### config.mk
export PLATFORM = sky130hd
export DESIGN_NAME = address_generation_unit
export DESIGN_NICKNAME = d
export VERILOG_FILES = /design/src/rtl/address_generation_unit.sv
export SDC_FILE = /design/constraint.sdc
export NUM_CORES = 1
export LEC_CHECK = 0
export BUFFER_PORTS_ARGS = -buffer_cell sky130_fd_sc_hd__buf_2
export CAP_MARGIN = 5
export CORE_MARGIN = 3
export CORE_UTILIZATION = 60
export DETAILED_ROUTE_END_ITERATION = 8
export PLACE_DENSITY = 0.84
export SYNTH_ARGS = -nofsm -noshare
export SYNTH_HDL_FRONTEND = slang
export SYNTH_SLANG_ARGS = --single-unit
### constraint.sdc
create_clock -name clk -period 8.5 [get_ports clk]
set_input_delay 0.85 -clock clk [delete_from_list [all_inputs] [get_ports clk]]
set_output_delay 0.85 -clock clk [all_outputs]
set_load 0.01 [all_outputs]
### src/rtl/address_generation_unit.sv
// Address generation unit: owns PC and SP, produces indexed, zero-page,
// branch and stack addresses, with an explicit page-crossing fix-up cycle.
module address_generation_unit #(
  parameter int                      DATA_WIDTH = 8,
  parameter logic [DATA_WIDTH-1:0]   STACK_PAGE = DATA_WIDTH'(1),
  parameter logic [2*DATA_WIDTH-1:0] PC_RESET   = '0,
  parameter logic [DATA_WIDTH-1:0]   SP_RESET   = '1
) (
  input  logic                      clk,
  input  logic                      rst,
  input  logic                      op_valid,
  output logic                      op_ready,
  input  logic [2:0]                op_code,
  input  logic                      force_fix,
  input  logic [DATA_WIDTH-1:0]     base_low,
  input  logic [DATA_WIDTH-1:0]     base_high,
  input  logic [DATA_WIDTH-1:0]     index,
  input  logic [DATA_WIDTH-1:0]     offset,
  output logic                      partial_valid,
  output logic                      result_valid,
  output logic [2*DATA_WIDTH-1:0]   result_addr,
  output logic                      page_crossed,
  output logic                      illegal_op,
  output logic [2*DATA_WIDTH-1:0]   pc_out,
  output logic [DATA_WIDTH-1:0]     sp_out
);

  localparam int AW = 2 * DATA_WIDTH;

  localparam logic [2:0] OP_PC_INC     = 3'd0;
  localparam logic [2:0] OP_PC_LOAD    = 3'd1;
  localparam logic [2:0] OP_INDEXED    = 3'd2;
  localparam logic [2:0] OP_BRANCH     = 3'd3;
  localparam logic [2:0] OP_PUSH       = 3'd4;
  localparam logic [2:0] OP_POP        = 3'd5;
  localparam logic [2:0] OP_ZP_INDEXED = 3'd6;

  typedef enum logic {IDLE, FIX} state_t;

  state_t                state;
  logic [AW-1:0]         pc;
  logic [DATA_WIDTH-1:0] sp;
  logic [AW-1:0]         fix_addr;
  logic                  fix_cross;
  logic                  fix_branch;

  logic [DATA_WIDTH-1:0] pc_high;
  logic [DATA_WIDTH-1:0] pc_low;
  logic [AW-1:0]         pc_inc;
  logic [DATA_WIDTH-1:0] sp_inc;
  logic [DATA_WIDTH-1:0] sp_dec;
  logic [DATA_WIDTH:0]   idx_sum;
  logic                  idx_carry;
  logic [DATA_WIDTH-1:0] idx_low;
  logic [DATA_WIDTH-1:0] idx_high_fix;
  logic [DATA_WIDTH:0]   br_sum;
  logic                  br_carry;
  logic [DATA_WIDTH-1:0] br_low;
  logic                  br_up;
  logic                  br_down;
  logic [DATA_WIDTH-1:0] br_high_fix;

  assign pc_high      = pc[AW-1:DATA_WIDTH];
  assign pc_low       = pc[DATA_WIDTH-1:0];
  assign pc_inc       = pc + AW'(1);
  assign sp_inc       = sp + DATA_WIDTH'(1);
  assign sp_dec       = sp - DATA_WIDTH'(1);

  assign idx_sum      = {1'b0, base_low} + {1'b0, index};
  assign idx_carry    = idx_sum[DATA_WIDTH];
  assign idx_low      = idx_sum[DATA_WIDTH-1:0];
  assign idx_high_fix = base_high + {{(DATA_WIDTH-1){1'b0}}, idx_carry};

  // The offset is signed, so the carry out of the low byte only means a page
  // crossing when it disagrees with the offset sign.
  assign br_sum       = {1'b0, pc_low} + {1'b0, offset};
  assign br_carry     = br_sum[DATA_WIDTH];
  assign br_low       = br_sum[DATA_WIDTH-1:0];
  assign br_up        = !offset[DATA_WIDTH-1] && br_carry;
  assign br_down      = offset[DATA_WIDTH-1] && !br_carry;
  assign br_high_fix  = br_up   ? pc_high + DATA_WIDTH'(1) :
                        br_down ? pc_high - DATA_WIDTH'(1) : pc_high;

  assign op_ready = (state == IDLE);
  assign pc_out   = pc;
  assign sp_out   = sp;

  // Control FSM: accepts ops in IDLE, issues fast results or the uncorrected
  // address, then emits the corrected address from FIX.
  always_ff @(posedge clk) begin
    if (rst) begin
      state         <= IDLE;
      pc            <= PC_RESET;
      sp            <= SP_RESET;
      result_addr   <= '0;
      partial_valid <= 1'b0;
      result_valid  <= 1'b0;
      page_crossed  <= 1'b0;
      illegal_op    <= 1'b0;
      fix_addr      <= '0;
      fix_cross     <= 1'b0;
      fix_branch    <= 1'b0;
    end else begin
      partial_valid <= 1'b0;
      result_valid  <= 1'b0;
      page_crossed  <= 1'b0;
      illegal_op    <= 1'b0;
      case (state)
        IDLE: begin
          if (op_valid) begin
            case (op_code)
              OP_PC_INC: begin
                pc           <= pc_inc;
                result_addr  <= pc_inc;
                result_valid <= 1'b1;
              end
              OP_PC_LOAD: begin
                pc           <= {base_high, base_low};
                result_addr  <= {base_high, base_low};
                result_valid <= 1'b1;
              end
              OP_INDEXED: begin
                if (!idx_carry && !force_fix) begin
                  result_addr  <= {base_high, idx_low};
                  result_valid <= 1'b1;
                end else begin
                  result_addr   <= {base_high, idx_low};
                  partial_valid <= 1'b1;
                  fix_addr      <= {idx_high_fix, idx_low};
                  fix_cross     <= idx_carry;
                  fix_branch    <= 1'b0;
                  state         <= FIX;
                end
              end
              OP_BRANCH: begin
                if (!br_up && !br_down) begin
                  pc           <= {pc_high, br_low};
                  result_addr  <= {pc_high, br_low};
                  result_valid <= 1'b1;
                end else begin
                  result_addr   <= {pc_high, br_low};
                  partial_valid <= 1'b1;
                  fix_addr      <= {br_high_fix, br_low};
                  fix_cross     <= 1'b1;
                  fix_branch    <= 1'b1;
                  state         <= FIX;
                end
              end
              OP_PUSH: begin
                sp           <= sp_dec;
                result_addr  <= {STACK_PAGE, sp};
                result_valid <= 1'b1;
              end
              OP_POP: begin
                sp           <= sp_inc;
                result_addr  <= {STACK_PAGE, sp_inc};
                result_valid <= 1'b1;
              end
              OP_ZP_INDEXED: begin
                result_addr  <= {{DATA_WIDTH{1'b0}}, idx_low};
                result_valid <= 1'b1;
              end
              default: begin
                result_addr  <= '0;
                illegal_op   <= 1'b1;
                result_valid <= 1'b1;
              end
            endcase
          end
        end
        FIX: begin
          result_addr  <= fix_addr;
          result_valid <= 1'b1;
          page_crossed <= fix_cross;
          if (fix_branch) begin
            pc <= fix_addr;
          end
          state <= IDLE;
        end
        default: state <= IDLE;
      endcase
    end
  end

endmodule

==> results by group, run 1 <==
Timing
  – Fmax: 0.229 GHz
  – Worst slew pin tran: slightly above 0.9 ns
  – Crit path time final: 4.36 ns
  – Final clock skew: 0.0145 ns
  – Max_slew headroom: 0.382
  – Final hold vios: 0
  – Setup TNS: 0 ns
  – Setup violators final: 0
  – Fin. max-slew vios: 0
  – Period utilization: 0.513
  – Unrepaired setup endpoints after global routing: no

Synth
  – Yosys cell types: between 70 and 80
  – Simple-gate share of the synthesized area: 0.256
  – Compound-gate portion of the synthesized area: 0.277
  – Sequential element share of the synthesized area: 0.243
  – Ys Warns: 0
  – Mapped cell area: about 5000 um^2
  – Post-synthesis net count: approximately 740
  – EDFF count, synth: 0
  – Most used DFF post-synth: dfxtp_1
  – Syn Area/Cell: 7.55 um^2
  – Mux cell area share after synthesis: 0.0181
  – Post-synth ARST share: 0
  – Synth Register Bits: 62
  – XOR/XNOR Fraction of Synth Area: 0.0788
  – Cells after synthesis: between 600 and 700
  – Combinational family with the most area after synthesis: compound AO/OA/AOI/OAI gates
  – Synth Area in Adders: 0.0690

Floorplan
  – Initial Utilization: 0.619
  – Core box area: about 8300 um^2
  – Die area: between 9000 and 10,000 um^2
  – # rows: 33
  – Vertical die dimension: between 90 and 100 um
  – Die span in x: between 90 and 100 um
  – I/O Pins: 84

Worst setup path
  – Critical path arrival: about 4.6 ns
  – WP data required: between 8 and 9 ns
  – Max stage delay cell, worst path: nor3_2
  – WP buf/inv: 2
  – Critical path startpoint category: input pin
  – Crit. End Element: register
  – Critical-path cell list: buf_2, ha_1, fa_1, a211oi_2, nor2_1, o311a_1, or2_2, a21o_1, ha_1, o211ai_1, o31ai_2, nor3_2, buf_4, nor2_1, a311oi_1
  – Cell family with most CP delay: compound AO/OA/AOI/OAI gates
  – Max incr delay on CP: approximately 0.56 ns
  – WS Path Type: input pin to register
  – Critical Path Fanout Max: 11

Final layout
  – Final Util: 0.685
  – Layout Nets: between 700 and 800
  – Diodes inserted: 0
  – Share of cells above drive strength 1: 0.178
  – # fillers: between 700 and 800
  – Non-filler instance count after layout: 837
  – Layout area overhead: 10.6%

Drt
  – Via/cell ratio: 6.83
  – DRC: 0
  – Via Count: between 5,000 and 6,000
  – Starting DRT DRC Count: 490
  – Drt pass-1 iters: 7
  – WL per Instance: between 20 and 25 um
  – Detail Route Antenna Nets: 0
  – Final wirelength: around 17,000 um

GRT
  – Vias in the first global route: about 5,400
  – Layer with the highest usage: met2
  – GR Overflow Total: 0
  – Met1 usage: 0.427
  – Antenna violations before repair: 0
  – Tot GR Track Use: 0.348
  – GRT met3 Usage: 0.0771
  – Largest net degree at the start of global routing: 66
  – GR Layer Usage met2: 0.553
  – Global-route wire length before repair: between 20,000 and 30,000 um

Pwr
  – Power Dens Cells: about 140 nW/um^2
  – VDD IR-drop max: between 0.07 and 0.08 mV
  – Leakage: ~2.3 nW

Worst hold path
  – Hold crit path type: register to register

CTS
  – Post-CTS setup buffers: 0
  – Clock buffer depth: 2
  – CTS Root Cell: clkbuf_8
  – Worst-Skew Late Latency: roughly 0.36 ns
  – Clock sinks: 62
  – Resized Gates After CTS: 0
  – Clock Pin Slew Worst Setup and Hold Paths: about 0.080 ns
  – H-tree depth: 3
  – CTS tree: done
  – CTS Buf Count: 9
  – CTS hold repair buffers: 0

Place
  – Dpl hpwl: around 12,000 um
  – Number of I/O port buffers: 83
  – Placed insts: between 800 and 900
  – GPL Wtd Cong: 1.00

Run
  – Maxcap violations: 0

Status
  – Outcome: completed
==> per-stage QoR <==
stage / hold WS [ns] / total power (W) / setup slack, ns / area [um^2]
floorplan: 0.410 / 0.000465 / 4.60 / 5110
global placement: 0.439 / 0.000521 / 3.97 / 5460
detailed placement: 0.445 / 0.000526 / 3.86 / 5460
CTS: 0.443 / 0.000790 / 4.23 / 5660
global route: 0.466 / 0.000829 / 3.93 / 5660
finish: 0.440 / 0.000797 / 4.14 / 5660
==> final cells by class <==
| cell class | instances | area (um^2) | share of cell area |
|---|---|---|---|
| Sequential cell | 62 | 1240 | 0.220 |
| Clock buffer | 9 | 124 | 0.0219 |
| Inverter | 19 | 71.3 | 0.0126 |
| Tap cell | 105 | 131 | 0.0232 |
| Clock inverter | 7 | 72.6 | 0.0128 |
| Multi-Input combinational cell | 549 | 3580 | 0.632 |
| Timing Repair Buffer | 86 | 438 | 0.0774 |
==> Yosys cell counts, types with 4 or more instances <==
cell / count / share of area
nor2_1: 75 / 0.055
nand2_1: 69 / 0.051
a21oi_1: 67 / 0.066
dfxtp_1: 62 / 0.24
xnor2_1: 30 / 0.051
o21ai_0: 27 / 0.026
ha_1: 25 / 0.061
nor3_1: 25 / 0.024
clkbuf_1: 19 / 0.014
a211oi_1: 18 / 0.026
inv_1: 18 / 0.013
buf_2: 17 / 0.017
xor2_1: 16 / 0.027
nand3_1: 15 / 0.015
o211ai_1: 12 / 0.018
nand2b_1: 11 / 0.013
nand4_1: 10 / 0.012
nor3b_1: 10 / 0.015
and3_1: 9 / 0.011
a221oi_1: 7 / 0.012
a22oi_1: 7 / 0.010
a31oi_1: 7 / 0.0086
mux2i_1: 7 / 0.014
a222oi_1: 6 / 0.012
nor4_1: 6 / 0.0073
a21o_1: 5 / 0.0073
a311oi_1: 5 / 0.0086
buf_1: 5 / 0.0037
buf_4: 5 / 0.0073
nand3b_1: 4 / 0.0059
==> kinds of logic after synthesis <==
logic type,Yosys count
AO/OA/AOI/OAI,206
buffers and inverters,66
multiplexers,9
adder cells (fa/ha/maj),27
flip-flops,62
AND/OR/NAND/NOR,261
XOR/XNOR,46
==> registers in the layout, summed over array words and instances (netlist names), 8 cells and up <==
| register | cells |
|---|---|
| fix_addr | 16 |
| pc_out | 16 |
| result_addr | 16 |
| sp_out | 8 |
==> where the power goes <==
part	switching (W)	internal [W]	total [W]
clock	0.000135	0.000136	0.000271
combinational	0.000126	0.0000797	0.000206
sequential	0.0000177	0.000302	0.000320
==> layer usage <==
| metal | up-vias | routed length [um] |
|---|---|---|
| met5 | - | 0 |
| met4 | 0 | 972 |
| met3 | 90 | 2090 |
| met2 | 409 | 7850 |
| met1 | 2627 | 6510 |
| li1 | 2593 | - |
==> worst paths after layout <==
check             slack (ns)                    from  depth (start not counted)                  endpoint
setup / recovery        4.14               offset[0]                         15  fix_addr[1]$_SDFFE_PP0P_
hold / removal          0.44  fix_cross$_SDFFE_PP0P_                          2   page_crossed$_SDFF_PP0_
setup reg to reg        4.30  pc_out[0]$_SDFFE_PP0P_                         14  fix_addr[1]$_SDFFE_PP0P_
hold reg to reg         0.44  fix_cross$_SDFFE_PP0P_                          2   page_crossed$_SDFF_PP0_
==> cells in the final DEF (no fill, tap or decap), types with 3 or more instances in the layout <==
cell type	netlist	routed
and4_1	3	3
buf_2	17	83
mux2i_1	7	7
nand3_1	15	15
clkbuf_8	0	9
nor4_1	6	6
o211ai_1	12	12
nand2_1	69	69
xnor2_1	30	30
nor3_1	25	25
inv_1	18	18
buf_4	5	3
a22o_1	3	3
and3_1	9	9
a21oi_1	67	67
o21ai_0	27	27
a222oi_1	6	6
a221oi_1	7	7
nor2b_1	3	3
a31oi_1	7	7
a211oi_1	18	18
a22oi_1	7	7
or2_2	3	3
o21bai_1	3	3
o31ai_1	3	3
dfxtp_1	62	61
a211oi_2	3	3
nor3b_1	10	10
a221o_1	3	3
or3_1	3	3
nand3b_1	4	4
nand4_1	10	10
xor2_1	16	16
nor2_1	75	75
nand2b_1	11	11
o22ai_1	3	3
a311oi_1	5	5
ha_1	25	25
a21o_1	5	5
==> worst reg2reg max path: cells and delay by family (launching register included) <==
family                     cells  cell delay [ns]
AOI/OAI and AO/OA              6             1.33
adders and majority gates      3             1.05
and+or+nand+nor                4             1.02
DFF                            1             0.40
buffers and inverters          1             0.31
Power figures use the tool's default switching activity.
==> run 2: changes to the inputs <==
Settings changed: ABC_AREA set to 1, CORE_UTILIZATION 60 to 52, PLACE_DENSITY 0.84 to 0.77.
Clock period 8.5 ns to 3.7 ns, I/O delays scaled along.
==> run 2 against run 1 <==
Effect of this change:
- sequential power is 130% higher
- count of clock-buffer cells in the layout is 4 higher
- non-clock buffer count is 1 higher
- routed wire length is 5.5% lower
- critical path type is now register to register
- via count is 3.9% higher
- design area is 1.3% higher
- sequential share of layout area is 0.30 points lower
- largest cell class unchanged
==> results by group, run 2 <==
Final layout
  – Most common cell after layout, fill and taps aside: nand2_1
  – Commonest cells after routing, fill and taps aside: 253 x nand2_1, 94 x inv_1, 91 x nand3_1
  – # fillers: approximately 950
  – Share of cells above drive strength 1: 0.125
  – Diodes inserted: 0
  – Layout area overhead: 13.3%
  – Layout Nets: approximately 990

Synth
  – Ys Warns: 0
  – Yosys cell types: 36
  – Combinational family with the most area after synthesis: simple AND/OR/NAND/NOR gates
  – Mapped cell area: just over 5000 um^2
  – Most used DFF post-synth: dfxtp_1
  – EDFF count, synth: 0
  – Most frequent cell after synthesis: nand2_1
  – Post-synth top cells: 253 x nand2_1, 94 x inv_1, 91 x nand3_1
  – Top cell type's share of synthesized area: 0.245
  – Post-synth ARST share: 0
  – Area leader, netlist: dfxtp_1
  – Top cells by area, synth: dfxtp_1 25%, nand2_1 19%, nand3_1 9.0%
  – Syn Area/Cell: 5.91 um^2
  – Simple-gate share of the synthesized area: 0.393
  – XOR/XNOR Fraction of Synth Area: 0.0173
  – Synth Area in Adders: 0.0698
  – Cells after synthesis: between 800 and 900
  – Sequential element share of the synthesized area: 0.245
  – Post-synthesis net count: between 900 and 1,000
  – Synth Register Bits: 62
  – Mux cell area share after synthesis: 0
  – Compound-gate portion of the synthesized area: 0.177

GRT
  – Tot GR Track Use: 0.298
  – Vias in the first global route: ~5,200
  – Largest net degree at the start of global routing: 37
  – Antenna violations before repair: 0
  – GR Overflow Total: 0
  – Global-route wire length before repair: 26,700 um

Place
  – Pre-CTS setup slack: 0.599 ns
  – Dpl hpwl: roughly 13,000 um
  – GPL Wtd Cong: just under 1
  – Number of I/O port buffers: 83

Timing
  – Fin. max-slew vios: 0
  – Final hold vios: 0
  – Worst slew pin tran: 1.04 ns
  – Unrepaired setup endpoints after global routing: no
  – Setup TNS: 0 ns
  – Crit path time final: about 3.2 ns
  – Final clock skew: roughly 0.0075 ns
  – Final WS setup: between 0.5 and 0.6 ns
  – Max_slew headroom: 0.302
  – Fmax: around 0.32 GHz
  – Period utilization: 0.852
  – Setup violators final: 0

CTS
  – CTS Buf Count: 9
  – Post-CTS setup buffers: 0
  – CTS Root Cell: clkbuf_8
  – Clock buffer depth: 2
  – Clock sinks: between 60 and 70
  – Resized Gates After CTS: 0
  – CTS hold repair buffers: 0
  – Worst-Skew Late Latency: about 0.35 ns
  – H-tree depth: 3
  – CTS tree: done
  – Clock Pin Slew Worst Setup and Hold Paths: ~0.07 ns

Drt
  – Starting DRT DRC Count: ~750
  – WL per Instance: approximately 16 um
  – Final wirelength: 16,500 um
  – DRC: 0
  – Detail Route Antenna Nets: 0
  – Via Count: 5,944
  – Via/cell ratio: between 5 and 6
  – Drt pass-1 iters: 6

Worst hold path
  – Hold wc startpoint: op_valid
  – Hold crit path type: input pin to register
  – Hold Path Stages: 3
  – Hold Path Sink: result_valid$_SDFF_PP0_

Pwr
  – Final total power: 0.00186 W
  – Power Dens Cells: roughly 330 nW/um^2
  – Leakage: between 2 and 3 nW
  – VDD IR-drop max: around 0.28 mV

Floorplan
  – I/O Pins: 84
  – Die span in x: 105 um
  – Core box area: just over 9000 um^2
  – # rows: 35
  – Vertical die dimension: approximately 100 um
  – Die area: ~11,000 um^2
  – Initial Utilization: 0.542

Worst setup path
  – R2R Path Start: pc_out[0]$_SDFFE_PP0P_
  – WP data required: just under 4 ns
  – Critical path startpoint category: register
  – R2r worst-path depth: 16
  – Critical path arrival: 3.38 ns
  – Crit. End Element: register
  – Worst R2R End: pc_out[6]$_SDFFE_PP0P_
  – Critical Path Fanout Max: 14
  – Reg2Reg Setup Slack: roughly 0.55 ns
  – Crit path from: pc_out[0]$_SDFFE_PP0P_
  – WS Path Type: register to register

Status
  – Outcome: completed

Run
  – Maxcap violations: 0
-- run 2: worst max-delay path, cell delays in order (launching register included) --
cell	delay, ns
dfxtp_1	0.42
ha_1	0.25
fa_1	0.38
nand2_1	0.09
nand2_1	0.08
nand3b_1	0.11
nand2_1	0.06
nand2_1	0.07
nand2_1	0.05
a21oi_1	0.16
inv_1	0.06
ha_1	0.35
nor3_1	0.09
nor2_2	0.47
inv_1	0.14
nor2_1	0.17
a21oi_1	0.08
-- run 2: routing by layer --
metal | global-route usage | vias up | part of all wire
met1 | 0.452 | 2643 | 0.46
li1 | - | 2948 | -
met3 | 0.0661 | 28 | 0.12
met2 | 0.421 | 325 | 0.40
met5 | 0 | - | 0
met4 | 0.0815 | 0 | 0.020
-- run 2: cell families after synthesis --
| kind of cell | Yosys count |
|---|---|
| AO/OA/AOI/OAI | 167 |
| adder cells (fa/ha/maj) | 27 |
| buffers and inverters | 123 |
| flip-flops | 62 |
| AND/OR/NAND/NOR | 466 |
| XOR/XNOR | 10 |
-- run 2: area by class of cell --
class | instances | area, um^2 | area share
timing repair buffer | 87 | 445 | 0.0777
clock buffer | 13 | 159 | 0.0277
tap | 129 | 161 | 0.0282
inverter | 96 | 360 | 0.0629
clock inverter | 3 | 42.5 | 0.00743
multi-input combinational | 670 | 3320 | 0.579
sequential | 62 | 1240 | 0.217
-- run 2: report_power, final --
group,switching [W],internal (W),total (W)
logic,0.000336,0.000169,0.000505
clock network,0.000270,0.000347,0.000617
registers,0.0000407,0.000701,0.000742
-- run 2: worst max path at each step --
stage	endpoint	slack (ns)	cells after the start
CTS	pc_out[6]$_SDFFE_PP0P_	0.61	16
global route	pc_out[6]$_SDFFE_PP0P_	0.09	16
finish	pc_out[6]$_SDFFE_PP0P_	0.55	16
floorplan	fix_addr[14]$_SDFFE_PP0P_	1.00	20
detailed placement	pc_out[6]$_SDFFE_PP0P_	0.60	17
global placement	pc_out[6]$_SDFFE_PP0P_	0.66	17
-- run 2: through the flow --
step	utilization	cell area (um^2)	hold WS (ns)	instances
finish	0.614	5730	0.371	1060
global placement	0.593	5530	0.443	1044
detailed placement	0.593	5530	0.441	1044
global route	0.614	5730	0.371	1060
floorplan	-	5060	0.421	855
CTS	0.614	5730	0.356	1060
